File: config.mk
export PLATFORM = sky130hd
export DESIGN_NAME = vend_ctrl
export DESIGN_NICKNAME = d
export VERILOG_FILES = /design/src/rtl/vend_ctrl.sv
export SDC_FILE = /design/constraint.sdc
export NUM_CORES = 1
export LEC_CHECK = 0
export ABC_AREA = 1
export CAP_MARGIN = 5
export CORE_UTILIZATION = 44
export DETAILED_ROUTE_END_ITERATION = 12
export PLACE_DENSITY_LB_ADDON = 0.05
export SYNTH_ARGS = -nofsm -noshare
export SYNTH_HDL_FRONTEND = slang
export SYNTH_SLANG_ARGS = --single-unit
File: constraint.sdc
create_clock -name clk -period 2.8 [get_ports clk]
set_input_delay 0.42 -clock clk [delete_from_list [all_inputs] [get_ports clk]]
set_output_delay 0.42 -clock clk [all_outputs]
set_load 0.03 [all_outputs]
File: src/rtl/vend_ctrl.sv
// Vending-machine transaction controller: selection, coin credit, dispense/refund and change.
// Optional PAY inactivity timeout is compiled in with `define VEND_TIMEOUT_EN.
module vend_ctrl #(
  parameter int unsigned PRICE0         = 5,
  parameter int unsigned PRICE1         = 8,
  parameter int unsigned PRICE2         = 12,
  parameter int unsigned PRICE3         = 25,
  parameter int unsigned HOLD_CYCLES    = 50000000,
  parameter int unsigned TIMEOUT_CYCLES = 500000000
) (
  input  logic       clk,
  input  logic       rst,
  input  logic [1:0] sel,
  input  logic       sel_vld,
  input  logic       coin_1,
  input  logic       coin_5,
  input  logic       coin_10,
  input  logic       cancel,
  output logic [4:0] price,
  output logic [4:0] change,
  output logic       dispense,
  output logic       refund,
  output logic       coin_rej,
  output logic       busy
);

  localparam int unsigned HoldW = $clog2(HOLD_CYCLES + 1);

  typedef enum logic [1:0] {StIdle, StPay, StShow} state_e;

  state_e           state_q, state_d;
  logic [4:0]       credit_q, credit_d;
  logic [4:0]       price_q, price_d;
  logic [4:0]       change_q, change_d;
  logic             dispense_q, dispense_d;
  logic             refund_q, refund_d;
  logic             coin_rej_q, coin_rej_d;
  logic             busy_q, busy_d;
  logic [HoldW-1:0] hold_q, hold_d;

  logic [5:0] coin_sum;
  logic [5:0] total;
  logic       any_coin;
  logic [4:0] sel_price;
  logic       timeout;
  logic       coin_taken;

  assign any_coin = coin_1 | coin_5 | coin_10;
  assign coin_sum = 6'(coin_1) + (coin_5 ? 6'd5 : 6'd0) + (coin_10 ? 6'd10 : 6'd0);
  assign total    = {1'b0, credit_q} + coin_sum;

  always_comb begin
    sel_price = 5'(PRICE0);
    unique case (sel)
      2'd0: sel_price = 5'(PRICE0);
      2'd1: sel_price = 5'(PRICE1);
      2'd2: sel_price = 5'(PRICE2);
      2'd3: sel_price = 5'(PRICE3);
      default: sel_price = 5'(PRICE0);
    endcase
  end

  always_comb begin
    state_d    = state_q;
    credit_d   = credit_q;
    price_d    = price_q;
    change_d   = change_q;
    dispense_d = 1'b0;
    refund_d   = 1'b0;
    coin_rej_d = 1'b0;
    hold_d     = '0;
    coin_taken = 1'b0;
    unique case (state_q)
      StIdle: begin
        coin_rej_d = any_coin;
        if (sel_vld) begin
          price_d  = sel_price;
          credit_d = 5'd0;
          change_d = 5'd0;
          state_d  = StPay;
        end
      end
      StPay: begin
        if (cancel || timeout) begin
          refund_d   = 1'b1;
          change_d   = credit_q;
          price_d    = 5'd0;
          coin_rej_d = any_coin;
          state_d    = StShow;
        end else if (total > 6'd31) begin
          // Overflowing credit: bounce the whole cycle's coins.
          coin_rej_d = 1'b1;
        end else if (total >= {1'b0, price_q}) begin
          dispense_d = 1'b1;
          change_d   = 5'(total - {1'b0, price_q});
          state_d    = StShow;
        end else begin
          credit_d   = total[4:0];
          change_d   = total[4:0];
          coin_taken = any_coin;
        end
      end
      StShow: begin
        coin_rej_d = any_coin;
        if (hold_q == HoldW'(HOLD_CYCLES - 1)) begin
          state_d  = StIdle;
          price_d  = 5'd0;
          change_d = 5'd0;
          credit_d = 5'd0;
        end else begin
          hold_d = hold_q + 1'b1;
        end
      end
      default: state_d = StIdle;
    endcase
    busy_d = (state_d != StIdle);
  end

`ifdef VEND_TIMEOUT_EN
  localparam int unsigned ToW = $clog2(TIMEOUT_CYCLES + 1);

  logic [ToW-1:0] to_q, to_d;

  assign timeout = (state_q == StPay) && (to_q == ToW'(TIMEOUT_CYCLES - 1));

  // Restarts on PAY entry and on every accepted coin.
  always_comb begin
    to_d = '0;
    if (state_q == StPay && state_d == StPay && !coin_taken) begin
      to_d = to_q + 1'b1;
    end
  end

  always_ff @(posedge clk) begin
    if (rst) begin
      to_q <= '0;
    end else begin
      to_q <= to_d;
    end
  end
`else
  logic unused_timeout_cfg;

  assign timeout            = 1'b0;
  assign unused_timeout_cfg = ^{TIMEOUT_CYCLES, coin_taken};
`endif

  always_ff @(posedge clk) begin
    if (rst) begin
      state_q    <= StIdle;
      credit_q   <= 5'd0;
      price_q    <= 5'd0;
      change_q   <= 5'd0;
      dispense_q <= 1'b0;
      refund_q   <= 1'b0;
      coin_rej_q <= 1'b0;
      busy_q     <= 1'b0;
      hold_q     <= '0;
    end else begin
      state_q    <= state_d;
      credit_q   <= credit_d;
      price_q    <= price_d;
      change_q   <= change_d;
      dispense_q <= dispense_d;
      refund_q   <= refund_d;
      coin_rej_q <= coin_rej_d;
      busy_q     <= busy_d;
      hold_q     <= hold_d;
    end
  end

  assign price    = price_q;
  assign change   = change_q;
  assign dispense = dispense_q;
  assign refund   = refund_q;
  assign coin_rej = coin_rej_q;
  assign busy     = busy_q;

endmodule

==> metrics.md <==
| Metric | Value |
|---|---|
| CP delay by family, top | simple AND/OR/NAND/NOR gates |
| Critical Path Source Type | register |
| Met3 usage | 3.28% |
| CTS tree | done |
| Final Critical Period | around 2.7 ns |
| Synth Area in XOR/XNOR | around 5.1% |
| CORE AREA | between 6000 and 7000 um^2 |
| Total of max-cap violations | 0 |
| CTS clk-pin slew, worst paths | around 0.090 ns |
| Mapped Nets | 460 |
| Placement Cell Area | approximately 3400 um^2 |
| Clock buffer depth | 2 |
| R2r startpoint | credit_q[0] |
| Critical path's slowest cell | fa_2 |
| Num CTS Buffers | 5 |
| Drt drc | 0 |
| Fill cell count | 627 |
| Final Hold Vio Count | 0 |
| DRT Pass-1 Iters | 4 |
| Synth Area in Compound Gates | between 4 and 5% |
| Root Buffer | clkbuf_8 |
| Rows | 29 |
| Cell mode on critical path | nand2_1 |
| N_diodes | 0 |
| GR Layer Usage met1 | between 20 and 25% |
| Initial antenna violation count | 0 |
| Multi-input logic area | 1810 um^2 |
| Non-Filler Instances | 561 |
| GRT Max-Usage Layer | met2 |
| Syn avg cell area | ~6.7 um^2 |
| Clock Sinks | 46 |
| Number of global-route vias before repair | approximately 2.5k |
| Largest family of logic cells by synthesized area | simple AND/OR/NAND/NOR gates |
| Input/output buffers | 21 |
| DP Cell Count | between 500 and 600 |
| Simple-gate area share of the yosys netlist | between 40% and 50% |
| Met2 Resource Use GR | between 30% and 40% |
| Mux cell area share after synthesis | 0% |
| Status | completed |
| Placed wire-length estimate | 4910 um |
| Initial Util | between 40% and 50% |
| Final slew viol count | 0 |
| Via count | about 2.6k |
| Final clock skew | around 0.0067 ns |
| Top Ports | 23 |
| Total gr overflow | 0 |
| Worst hold path class | reg -> reg |
| Post-Syn Area | ~2900 um^2 |
| First-pass GRT wire length | about 11000 um |
| Final WL | 6250 um |
| Worst hold start | hold_q[0] |
| Antenna-violating nets left | 0 |
| Arrival @ worst endpoint | slightly below 3 ns |
| Adder-Cell Fraction of Synth Area | about 8.7% |
| CP startpoint | credit_q[0] |
| Synth unique cells | 30 |
| Cell Chain, Critical Path | fa_2 -> inv_2 -> fa_2 -> nand3b_1 -> nand2_1 -> nand2_1 -> nand2_2 -> inv_2 -> ha_4 -> nand2_4 -> nor2_4 -> nor2_2 -> nand2_2 -> nor2_4 -> nand2_1 -> nand2_1 -> nor2_1 -> nor2_1 -> nor2_1 |
| Drt first-iter violations | about 110 |
| Period Utilization, post-route | a little over nine tenths |
| Setup repair after global routing missed its margin | true |
| Pwr Density | 998 nW/um^2 |
| H-tree lvl count | 2 |
| Layout cells sized above 1 | roughly 17% |
| VDD IR max | roughly 0.00067 V |
| CTS Hold Bufs | 0 |
| Leak pwr | ~1.6 nW |
| Routed WL per cell | roughly 11 um |
| Area growth, synth to finish | 24.3% |
| Worst hold slack | between 0.4 and 0.5 ns |
| Die H | 83.2 um |
| Clock Latency Late Sink | 0.30 ns |
| Flip-flop and latch area | between 900 and 1000 um^2 |
| Synth Instances | between 400 and 500 |
| Power, Total | 3.60 mW |
| Worst endpoint required time | roughly 3.0 ns |
| Final setup viols | 0 |
| Buf/Inv on CP | 2 |
| Vias per cell | 4.69 |
| Total GRT Usage | ~19% |
| Nets | 511 |
| Crit Path Class | reg -> reg |
| Worst Setup End Kind | register |
| Fin util | a little under three fifths |
| Die area | 6930 um^2 |
| Die width | between 80 and 90 um |
| Post-synthesis register bit count | 46 |
| CP peak stage delay | roughly 0.4 ns |
| Pin count of the biggest net entering global routing | 25 |
| Yosys Warn Count | 0 |
| Final Wtd Congestion | 0.868 |
| Sequential area share after synthesis | between 30% and 40% |
| Final non-filler cell area | roughly 3600 um^2 |
| Critical-path maximum fanout | 8 |
| Fmax | roughly 0.37 GHz |
==> layer usage <==
layer | up-vias | part of all wire, %
met5 | - | 0
met4 | 0 | 1.3
met3 | 8 | 2.3
met2 | 35 | 52
met1 | 1156 | 45
li1 | 1432 | -
==> layout by cell type (no fill, tap or decap), types with 3 or more instances in the layout <==
master,n
nand2_2,10
buf_4,28
inv_1,58
ha_1,15
o21ai_1,3
inv_2,5
nand2_1,101
clkbuf_8,5
or2_2,3
dfxtp_1,45
nor2_2,8
a21oi_1,15
xor2_1,9
xnor2_1,6
nor2_1,74
nor3_1,9
clkdlybuf4s50_1,18
nand3_1,18
o21ai_0,6
nand4_1,14
nor2_4,6
==> layout make-up <==
class | instances | share of cell area, %
multi-input combinational | 317 | 50.3
sequential | 46 | 25.6
timing repair buffer | 50 | 11.9
inverter | 63 | 6.55
tap | 77 | 2.67
clock buffer | 6 | 2.01
clock inverter | 2 | 1.04
==> state kept, by name, indices dropped and copies added (netlist names) <==
register	flops
hold_q	26
busy	1
state_q	2
refund	1
coin_rej	1
dispense	1
change	5
credit_q	5
price	4
==> power breakdown <==
part           leakage [nW]  switching (mW)  internal, mW
sequential            0.375          0.0657         0.753
combinational          1.16            1.26          1.02
clock                0.0514           0.228         0.267
==> per-stage QoR <==
step                worst slack [ns]  TNS [ns]
CTS                           0.0107         0
finish                        0.0949         0
global route                 -0.0990    -0.720
detailed placement            -0.618     -7.77
global placement              -0.558     -6.98
floorplan                      0.124         0
==> kinds of logic (layout without fill, tap and decap cells) <==
family                   count (synthesis)  after routing
AND/OR/NAND/NOR                        255            255
buffers and inverters                   69            121
flip-flops                              46             46
AO/OA/AOI/OAI                           25             25
adder cells (fa/ha/maj)                 19             19
XOR/XNOR                                17             17
other                                    1              1
==> Yosys cell counts, drive strengths merged <==
| library cell | n | share of area (%) |
|---|---|---|
| nand4 | 14 | 3.0 |
| nor3 | 9 | 1.6 |
| a21oi | 16 | 2.8 |
| nand2 | 115 | 17 |
| clkbuf | 2 | 0.26 |
| nand3 | 21 | 4.5 |
| buf | 4 | 0.78 |
| nor3b | 1 | 0.26 |
| inv | 63 | 8.1 |
| or2 | 4 | 0.86 |
| fa | 2 | 1.4 |
| conb | 1 | 0.13 |
| dfxtp | 46 | 32 |
| xor2 | 10 | 3.0 |
| xnor2 | 7 | 2.1 |
| nand3b | 2 | 0.52 |
| nor2 | 89 | 13 |
| o21ai | 9 | 1.6 |
| ha | 17 | 7.3 |
==> worst register-to-register path, delay by kind of cell, from the launching register on <==
family,cells,cell delay [ns]
AND/OR/NAND/NOR,14,1.27
adder cells (fa/ha/maj),3,0.87
flip-flops,1,0.37
buffers and inverters,2,0.09
==> final timing paths <==
kind,slack (ns),to,cells past startpoint
hold / removal,0.45,hold_q[0],1
hold reg to reg,0.45,hold_q[0],1
setup reg to reg,0.09,change[4],19
setup / recovery,0.09,change[4],19
==> what timing repair did <==
action                                  4_1_cts  5_1_grt
endpoints found under the setup margin       14       14
pin swaps                                     2       16
buffers inserted                              0        2
resized for setup                             9       22
(Power assumes the default switching activity.)
